[src/rtl/sar_adc_pkg.sv]
// Shared types and limits for the SAR ADC digital path.
package sar_adc_pkg;
  localparam int CODE_W       = 7;
  localparam int MAX_AVG_LOG2 = 4;

  typedef logic [CODE_W-1:0] code_t;
endpackage

[src/rtl/sar_code_fifo.sv]
// Synchronous first-word-fall-through FIFO for conversion codes.
module sar_code_fifo
  import sar_adc_pkg::*;
#(
  parameter int DEPTH = 8
) (
  input  logic                     clk,
  input  logic                     rst_n,
  input  logic                     flush,
  input  logic                     push,
  input  code_t                    wdata,
  input  logic                     pop,
  output code_t                    rdata,
  output logic                     empty,
  output logic                     full,
  output logic [$clog2(DEPTH):0]   fill
);
  localparam int AW = $clog2(DEPTH);

  if (DEPTH < 2 || DEPTH > 64 || (DEPTH & (DEPTH - 1)) != 0) begin : g_bad_depth
    $error("sar_code_fifo: DEPTH must be a power of two in 2..64");
  end

  logic [AW:0] r_wptr, r_rptr;
  code_t       r_mem [DEPTH];
  logic        w_wr, w_rd;

  assign empty = (r_wptr == r_rptr);
  assign full  = (r_wptr[AW] != r_rptr[AW]) && (r_wptr[AW-1:0] == r_rptr[AW-1:0]);
  assign fill  = r_wptr - r_rptr;

  // A pop frees the slot this same edge, so a push into a full FIFO is still accepted.
  assign w_rd = pop & ~empty;
  assign w_wr = push & (~full | w_rd);

  assign rdata = empty ? '0 : r_mem[r_rptr[AW-1:0]];

  always_ff @(posedge clk) begin
    if (w_wr && !flush) r_mem[r_wptr[AW-1:0]] <= wdata;
  end

  always_ff @(posedge clk or negedge rst_n) begin
    if (!rst_n) begin
      r_wptr <= '0;
      r_rptr <= '0;
    end else if (flush) begin
      r_wptr <= '0;
      r_rptr <= '0;
    end else begin
      if (w_wr) r_wptr <= r_wptr + 1'b1;
      if (w_rd) r_rptr <= r_rptr + 1'b1;
    end
  end
endmodule

[src/rtl/sar_result_fifo.sv]
// EOC edge capture, optional 2^AVG_LOG2 averaging, result FIFO and sticky overflow.
module sar_result_fifo
  import sar_adc_pkg::*;
#(
  parameter int AVG_LOG2 = 0,
  parameter int DEPTH    = 8
) (
  input  logic                         clk,
  input  logic                         rst_n,
  input  logic                         en,
  input  logic                         eoc,
  input  code_t                        din,
  input  logic                         clr_ovf,
  output logic                         m_valid,
  output code_t                        m_data,
  input  logic                         m_ready,
  output logic [$clog2(DEPTH+1)-1:0]   fill,
  output logic                         ovf
);
  if (AVG_LOG2 < 0 || AVG_LOG2 > MAX_AVG_LOG2) begin : g_bad_avg
    $error("sar_result_fifo: AVG_LOG2 must be in 0..4");
  end

  logic  r_eoc_q, r_ovf;
  logic  w_stb, w_push, w_pop, w_empty, w_full;
  code_t w_word;

  // While disabled eoc_q tracks eoc, so an eoc already high at enable is not captured.
  always_ff @(posedge clk or negedge rst_n) begin
    if (!rst_n) r_eoc_q <= 1'b0;
    else        r_eoc_q <= eoc;
  end

  assign w_stb = en & eoc & ~r_eoc_q;

  if (AVG_LOG2 == 0) begin : g_raw
    assign w_push = w_stb;
    assign w_word = din;
  end else begin : g_avg
    logic [CODE_W+AVG_LOG2-1:0] r_acc, w_sum;
    logic [AVG_LOG2-1:0]        r_cnt;
    logic                       w_last;

    assign w_sum  = r_acc + {{AVG_LOG2{1'b0}}, din};
    assign w_last = &r_cnt;
    assign w_push = w_stb & w_last;
    assign w_word = w_sum[AVG_LOG2 +: CODE_W];

    always_ff @(posedge clk or negedge rst_n) begin
      if (!rst_n) begin
        r_acc <= '0;
        r_cnt <= '0;
      end else if (!en) begin
        r_acc <= '0;
        r_cnt <= '0;
      end else if (w_stb) begin
        r_cnt <= r_cnt + 1'b1;
        r_acc <= w_last ? '0 : w_sum;
      end
    end
  end

  assign m_valid = ~w_empty;
  assign w_pop   = m_valid & m_ready;

  sar_code_fifo #(.DEPTH(DEPTH)) u_fifo (
    .clk   (clk),
    .rst_n (rst_n),
    .flush (~en),
    .push  (w_push),
    .wdata (w_word),
    .pop   (w_pop),
    .rdata (m_data),
    .empty (w_empty),
    .full  (w_full),
    .fill  (fill)
  );

  // Set beats clear when both land in the same cycle; flag is frozen while disabled.
  always_ff @(posedge clk or negedge rst_n) begin
    if (!rst_n)                          r_ovf <= 1'b0;
    else if (en) begin
      if (w_push && w_full && !w_pop)    r_ovf <= 1'b1;
      else if (clr_ovf)                  r_ovf <= 1'b0;
    end
  end

  assign ovf = r_ovf;
endmodule
[config.mk]
export PLATFORM = sky130hd
export DESIGN_NAME = sar_result_fifo
export DESIGN_NICKNAME = d
export VERILOG_FILES = /design/src/rtl/sar_adc_pkg.sv /design/src/rtl/sar_code_fifo.sv /design/src/rtl/sar_result_fifo.sv
export SDC_FILE = /design/constraint.sdc
export NUM_CORES = 1
export LEC_CHECK = 0
export BUFFER_PORTS_ARGS = -buffer_cell sky130_fd_sc_hd__buf_2
export CAP_MARGIN = 15
export CORE_MARGIN = 1
export CORE_UTILIZATION = 60
export DETAILED_ROUTE_END_ITERATION = 10
export MAX_ROUTING_LAYER = met4
export PLACE_DENSITY = 0.87
export SETUP_SLACK_MARGIN = 0.2
export SLEW_MARGIN = 40
export SYNTH_ARGS = -nofsm -noshare
export SYNTH_HDL_FRONTEND = slang
export SYNTH_HIERARCHICAL = 1
export SYNTH_SLANG_ARGS = --single-unit
[constraint.sdc]
create_clock -name clk -period 6.05 [get_ports clk]
set_input_delay 0.605 -clock clk [delete_from_list [all_inputs] [get_ports clk]]
set_output_delay 0.605 -clock clk [all_outputs]
set_load 0.1 [all_outputs]
After elaboration in Yosys (flattened, before gate mapping)
Memory sizes are Yosys's and may differ from the RTL's.
Cells that the tools add are included.
{"block": "op_classes", "add_sub_neg": 3, "eq_ne": 5, "muxes": 9, "n_bitwise": 9, "reduce_logical": 7}
{"operator": "$mux 4", "n": 4}
{"operator": "$add 4x1->4 const B", "n": 2}
{"operator": "$mux 7", "n": 1}
{"operator": "$and 1x1->1", "n": 5}
{"operator": "$eq 4x4->1", "n": 1}
{"operator": "$logic_and 1x1->1", "n": 4}
{"operator": "$mux 1", "n": 4}
{"operator": "$ne 2x1->1 const B", "n": 2}
{"operator": "$sub 4x4->4", "n": 1}
{"operator": "$eq 3x3->1", "n": 1}
{"operator": "$not 1->1", "n": 3}
{"operator": "$reduce_and 2->1", "n": 1}
{"operator": "$reduce_bool 2->1", "n": 1}
{"operator": "$logic_not 1->1", "n": 1}
{"operator": "$ne 1x1->1", "n": 1}
{"operator": "$or 1x1->1", "n": 1}
{"block": "totals", "ff_bits": 10, "mem_bits_rw": 56, "in_bits": 13, "out_inout_bits": 13, "n_memories": 1}
{"memory": "u_fifo.r_mem", "words": 8, "word_bits": 7, "rd": 1, "rd_clocked_by_memory_dff": 0, "write_ports": 1, "line": "sar_code_fifo.sv:25", "rtl": "code_t r_mem [DEPTH];"}

Logic depth before layout (Yosys ltp)
{"block": "logic_depth", "depth_word": 9, "mapped_depth": 12, "mapped_depth_nobuf": 10}

By module
The synthesis kept the hierarchy.
{"module": "sar_code_fifo", "instances": 1, "cells_per_inst": 155, "area_each_um2": 2720.1, "seq_area_each_um2": 1881.8}
{"module": "sar_result_fifo", "instances": 1, "cells_per_inst": 9, "area_each_um2": 90.1, "seq_area_each_um2": 50.0}

Worst setup path after synthesis
No wires, ideal clock.
{"block": "synth_timing", "path_kind": "register -> output", "startpoint": "register u_fifo.r_rptr[1]", "endpoint": "output port fill[3]", "arrival_ps": 2949, "t_required_ps": 5445, "slack_ps": 2496, "path_stages_with_launch": 8, "n_path_buf": 2, "path_cell_list": "dfrtp_1 clkbuf_1 buf_2 inv_1 ha_1 a21o_1 a21oi_1 xnor2_1"}
{"block": "synth_via", "elab_chain_cells": 1}
{"element": "from (decl)", "line": "sar_code_fifo.sv:24", "rtl": "logic [AW:0] r_wptr, r_rptr;"}
{"element": "from (signal assigned)", "line": "sar_code_fifo.sv:51", "rtl": "if (w_rd) r_rptr <= r_rptr + 1'b1;"}
{"element": "$sub 4x4->4", "line": "sar_code_fifo.sv:30", "rtl": "assign fill = r_wptr - r_rptr;"}
{"element": "to (decl)", "line": "sar_result_fifo.sv:17", "rtl": "output logic [$clog2(DEPTH+1)-1:0] fill,"}
Every way passes these cells.

Worst setup path after layout
{"block": "layout_timing", "startpoint": "register u_fifo.r_rptr[1]", "endpoint": "output port m_data[5]"}
{"block": "layout_via", "elab_chain_cells": 2}
{"element": "$eq 4x4->1", "line": "sar_code_fifo.sv:28", "rtl": "assign empty = (r_wptr == r_rptr);"}
{"element": "net w_empty", "line": "sar_result_fifo.sv:25", "rtl": "logic w_stb, w_push, w_pop, w_empty, w_full;"}
{"element": "$mux 7", "line": "sar_code_fifo.sv:36", "rtl": "assign rdata = empty ? '0 : r_mem[r_rptr[AW-1:0]];"}
{"element": "to (decl)", "line": "sar_result_fifo.sv:15", "rtl": "output code_t m_data,"}
The timed path passes the listed nets, and every way through them passes these cells.

==> flow_summary_export.csv <==
group,metric,value,unit
run_status,status,"complete, no violations",
place,hpwl,3.49,mm
finish,n_antenna_cell,0,
synth,synthDistinctLibCells,32,
synth,async_flop_share,0.152,
sta,setup_violations,0,
detailed_routing,drt-pass1-iter-count,4,
synth,ys.flop_type,"edfxtp_1",
clock_network,clock_sinks,66,
synth,synth_fp_nets,183,
place,place_congestion,0.843,
synth,yosysMostFrequentCell,"edfxtp_1",
power_and_ir_drop,p_sw,205,uW
floorplan,die_w,70.4,um
power_and_ir_drop,p_seq_frac,0.553,
sta,period_needed,3.96,ns
worst_setup_path,crit_arrival,3.35,ns
place,io_buffers,25,
power_and_ir_drop,pwr-share-comb,0.067,
clock_network,cts_buffers,9,
floorplan,core,4410,um2
power_and_ir_drop,peakVddDrop,0.311,mV
synth,synth_edf_count,56,
clock_network,postCtsSetupBuffers,0,
finish,drive_gt1_frac,0.287,
finish,final_cells,254,
power_and_ir_drop,powerDensity,284,nW/um2
finish,final_util,0.719,
synth,avgSynthCellArea,17.1,um2
detailed_routing,drt-total-wl,5.21,mm
sta,fmax,0.253,GHz
power_and_ir_drop,intPower,695,uW
floorplan,io-pin-count,26,
synth,synth_top_area_frac,0.598,
detailed_routing,drt_iter0_markers,116,
floorplan,die_h,70.4,um
synth,syn-cell-area,2810,um2
worst_setup_path,crit_chain,"inv_1, ha_1, nand3_1, nor2_1, nor2_1, a22o_1, buf_2",
worst_setup_path,crit_type,"reg2out",
clock_network,clk_latency,0.33,ns
finish,nFillCells,287,
sta,hold_viol,0,
worst_setup_path,reg2reg_from,"u_fifo/r_rptr[1]",
power_and_ir_drop,p_leak,0.00118,uW
power_and_ir_drop,swShare,0.228,
clock_network,clk_path_buf_depth,2,
floorplan,initial_utilization,0.637,
sta,worst_slew_pin_slew,0.799,ns
worst_setup_path,end_kind,"primary output",
grt,grt_pass1_wl,8.38,mm
worst_setup_path,critical-path-top-delay-family,"simple AND/OR/NAND/NOR gates",
detailed_routing,num_vias,1582,
grt,track_usage,0.247,
clock_network,ctsResizeCount,0,
grt,antenna_found_initial,0,
sta,whs,0.122,ns
power_and_ir_drop,clkPwrFrac,0.381,
worst_setup_path,ff2ff_setup_slack,2.43,ns
worst_setup_path,critPathRequiredTime,5.44,ns
clock_network,h-tree-depth,3,
worst_setup_path,startpoint_type,"flip-flop",
worst_setup_path,ff2ff_path_depth,9,
clock_network,holdBufCountCts,0,
job,drv_cap,0,
clock_network,cts-root-buf,"clkbuf_8",
detailed_routing,avgViaCountPerCell,6.23,
synth,synth-seq-area-share,0.687,
power_and_ir_drop,finalPower,900,uW
synth,ys_seq_elements,66,
worst_hold_path,hold_path_class,"in2async",
detailed_routing,wl_per_cell,20.5,um
sta,drv_slew,0,
synth,synth_cells,164,
worst_setup_path,cpPeakStageDelay,0.87,ns
sta,fin_tns_setup,0,ns
floorplan,row_count,24,
worst_setup_path,r2r_end,"u_fifo/r_mem[0][5]",
sta,rsz0062_at_grt,"false",
grt,grt.overflow.total,0,
synth,ys_top_cells_by_count,"edfxtp_1 (56), nor2_1 (16), mux4_2 (14)",
finish,register_area,1930,um2
synth,ys_top_cells_by_area,"edfxtp_1 (60%), mux4_2 (11%), dfrtp_1 (8.9%), ha_1 (2.2%), a22o_1 (2.2%)",
clock_network,cts_tree,"built",
detailed_routing,drc_errors,0,
floorplan,dieArea,4960,um2
synth,yosys_warnings,6,
worst_setup_path,cp_common_cell,"nor2_1",
place,placedCellCount,238,
synth,synth_top_cell_by_area,"edfxtp_1",
worst_setup_path,crit_fanout,19,
finish,syn_to_final_growth,13.0,%
clock_network,clk_pin_slew,0.07,ns
finish,nNetsFinal,216,
grt,grt_pass1_vias,1625,
worst_setup_path,critPathSlowestCell,"dfrtp_1",
grt,grt_max_degree,20,
sta,slew_headroom,0.465,
detailed_routing,ant_nets,0,
sta,skew,0.00845,ns
worst_setup_path,path_buf_inv,2,
sta,period_share,0.654,
finish,multi_input_area,813,um2
==> per-layer routing <==
layer | routed length, um | track usage | share of wire
met2 | 2580 | 0.369 | 0.50
met4 | 153 | 0.109 | 0.029
met1 | 2130 | 0.311 | 0.41
met3 | 353 | 0.0794 | 0.068
met5 | 0 | - | 0
==> layout by cell type, fill, tap and decap left out, types with 2 or more instances in the layout <==
master	netlist	routed
nand3b_1	2	2
nor2_1	16	16
mux2i_1	2	2
a22o_1	7	7
nor4_1	2	2
a21oi_1	2	2
dfrtp_1	10	9
or3_1	3	3
ha_1	5	5
mux4_2	14	14
clkbuf_8	0	9
buf_4	2	2
edfxtp_1	56	56
o21ai_0	4	4
xnor2_1	3	3
clkinv_2	0	3
buf_2	1	25
xor2_1	4	4
nand2_1	4	4
inv_1	10	10
nand3_1	3	3
==> registers in the layout, indices dropped and copies added (netlist names) <==
register	count
u_fifo/r_mem	56
ovf	1
u_fifo/r_wptr	4
u_fifo/r_rptr	4
r_eoc_q	1
==> layout make-up <==
class	instances	share of cell area
Clock buffer	10	0.0402
Clock inverter	6	0.0181
Inverter	10	0.0118
Multi-Input combinational cell	83	0.256
Sequential cell	66	0.609
Tap cell	52	0.0205
Timing Repair Buffer	27	0.0441
==> power groups by stage <==
| stage | logic, uW | clock network [uW] | registers [uW] |
|---|---|---|---|
| 2_1_floorplan | 43.7 | 0 | 506 |
| 3_5_place_dp | 59.7 | 0 | 507 |
| 4_1_cts | 60.1 | 347 | 498 |
| 6_report | 60.0 | 343 | 497 |
| 3_3_place_gp | 58.0 | 0 | 507 |
| 5_1_grt | 63.4 | 371 | 497 |
==> logic make-up after synthesis <==
kind of cell,count (synthesis),share of synthesized area
DFF,66,0.687
and+or+nand+nor,36,0.0637
AOI/OAI and AO/OA,17,0.0494
muxes,16,0.119
buffers and inverters,15,0.0232
xor gates and xnor gates,8,0.0276
adders and majority gates,6,0.0294
==> worst max path at each step <==
stage,from,end,cells after the start
2_1_floorplan,u_fifo/r_rptr[1],fill[3],7
3_3_place_gp,u_fifo/r_rptr[0],m_data[1],6
3_5_place_dp,u_fifo/r_rptr[1],m_data[5],7
4_1_cts,u_fifo/r_rptr[1],m_data[5],7
5_1_grt,u_fifo/r_rptr[1],m_data[5],7
6_report,u_fifo/r_rptr[1],m_data[5],7
==> worst reg2reg max path: cells and delay by family, from the launching register on <==
family / cells / cell delay, ns
fa+ha+maj: 1 / 0.32
buf+inv: 2 / 0.31
flops: 1 / 0.87
simple gates: 6 / 1.76
==> per-stage QoR <==
| stage | area, um2 | worst slack, ns |
|---|---|---|
| final | 3170 | 2.09 |
| after global routing | 3170 | 1.94 |
| after CTS | 3170 | 2.09 |
| after detailed placement | 2990 | 2.49 |
| after global placement | 2990 | 2.45 |
| after floorplan | 2810 | 2.50 |
Power figures use the tool's default switching activity.
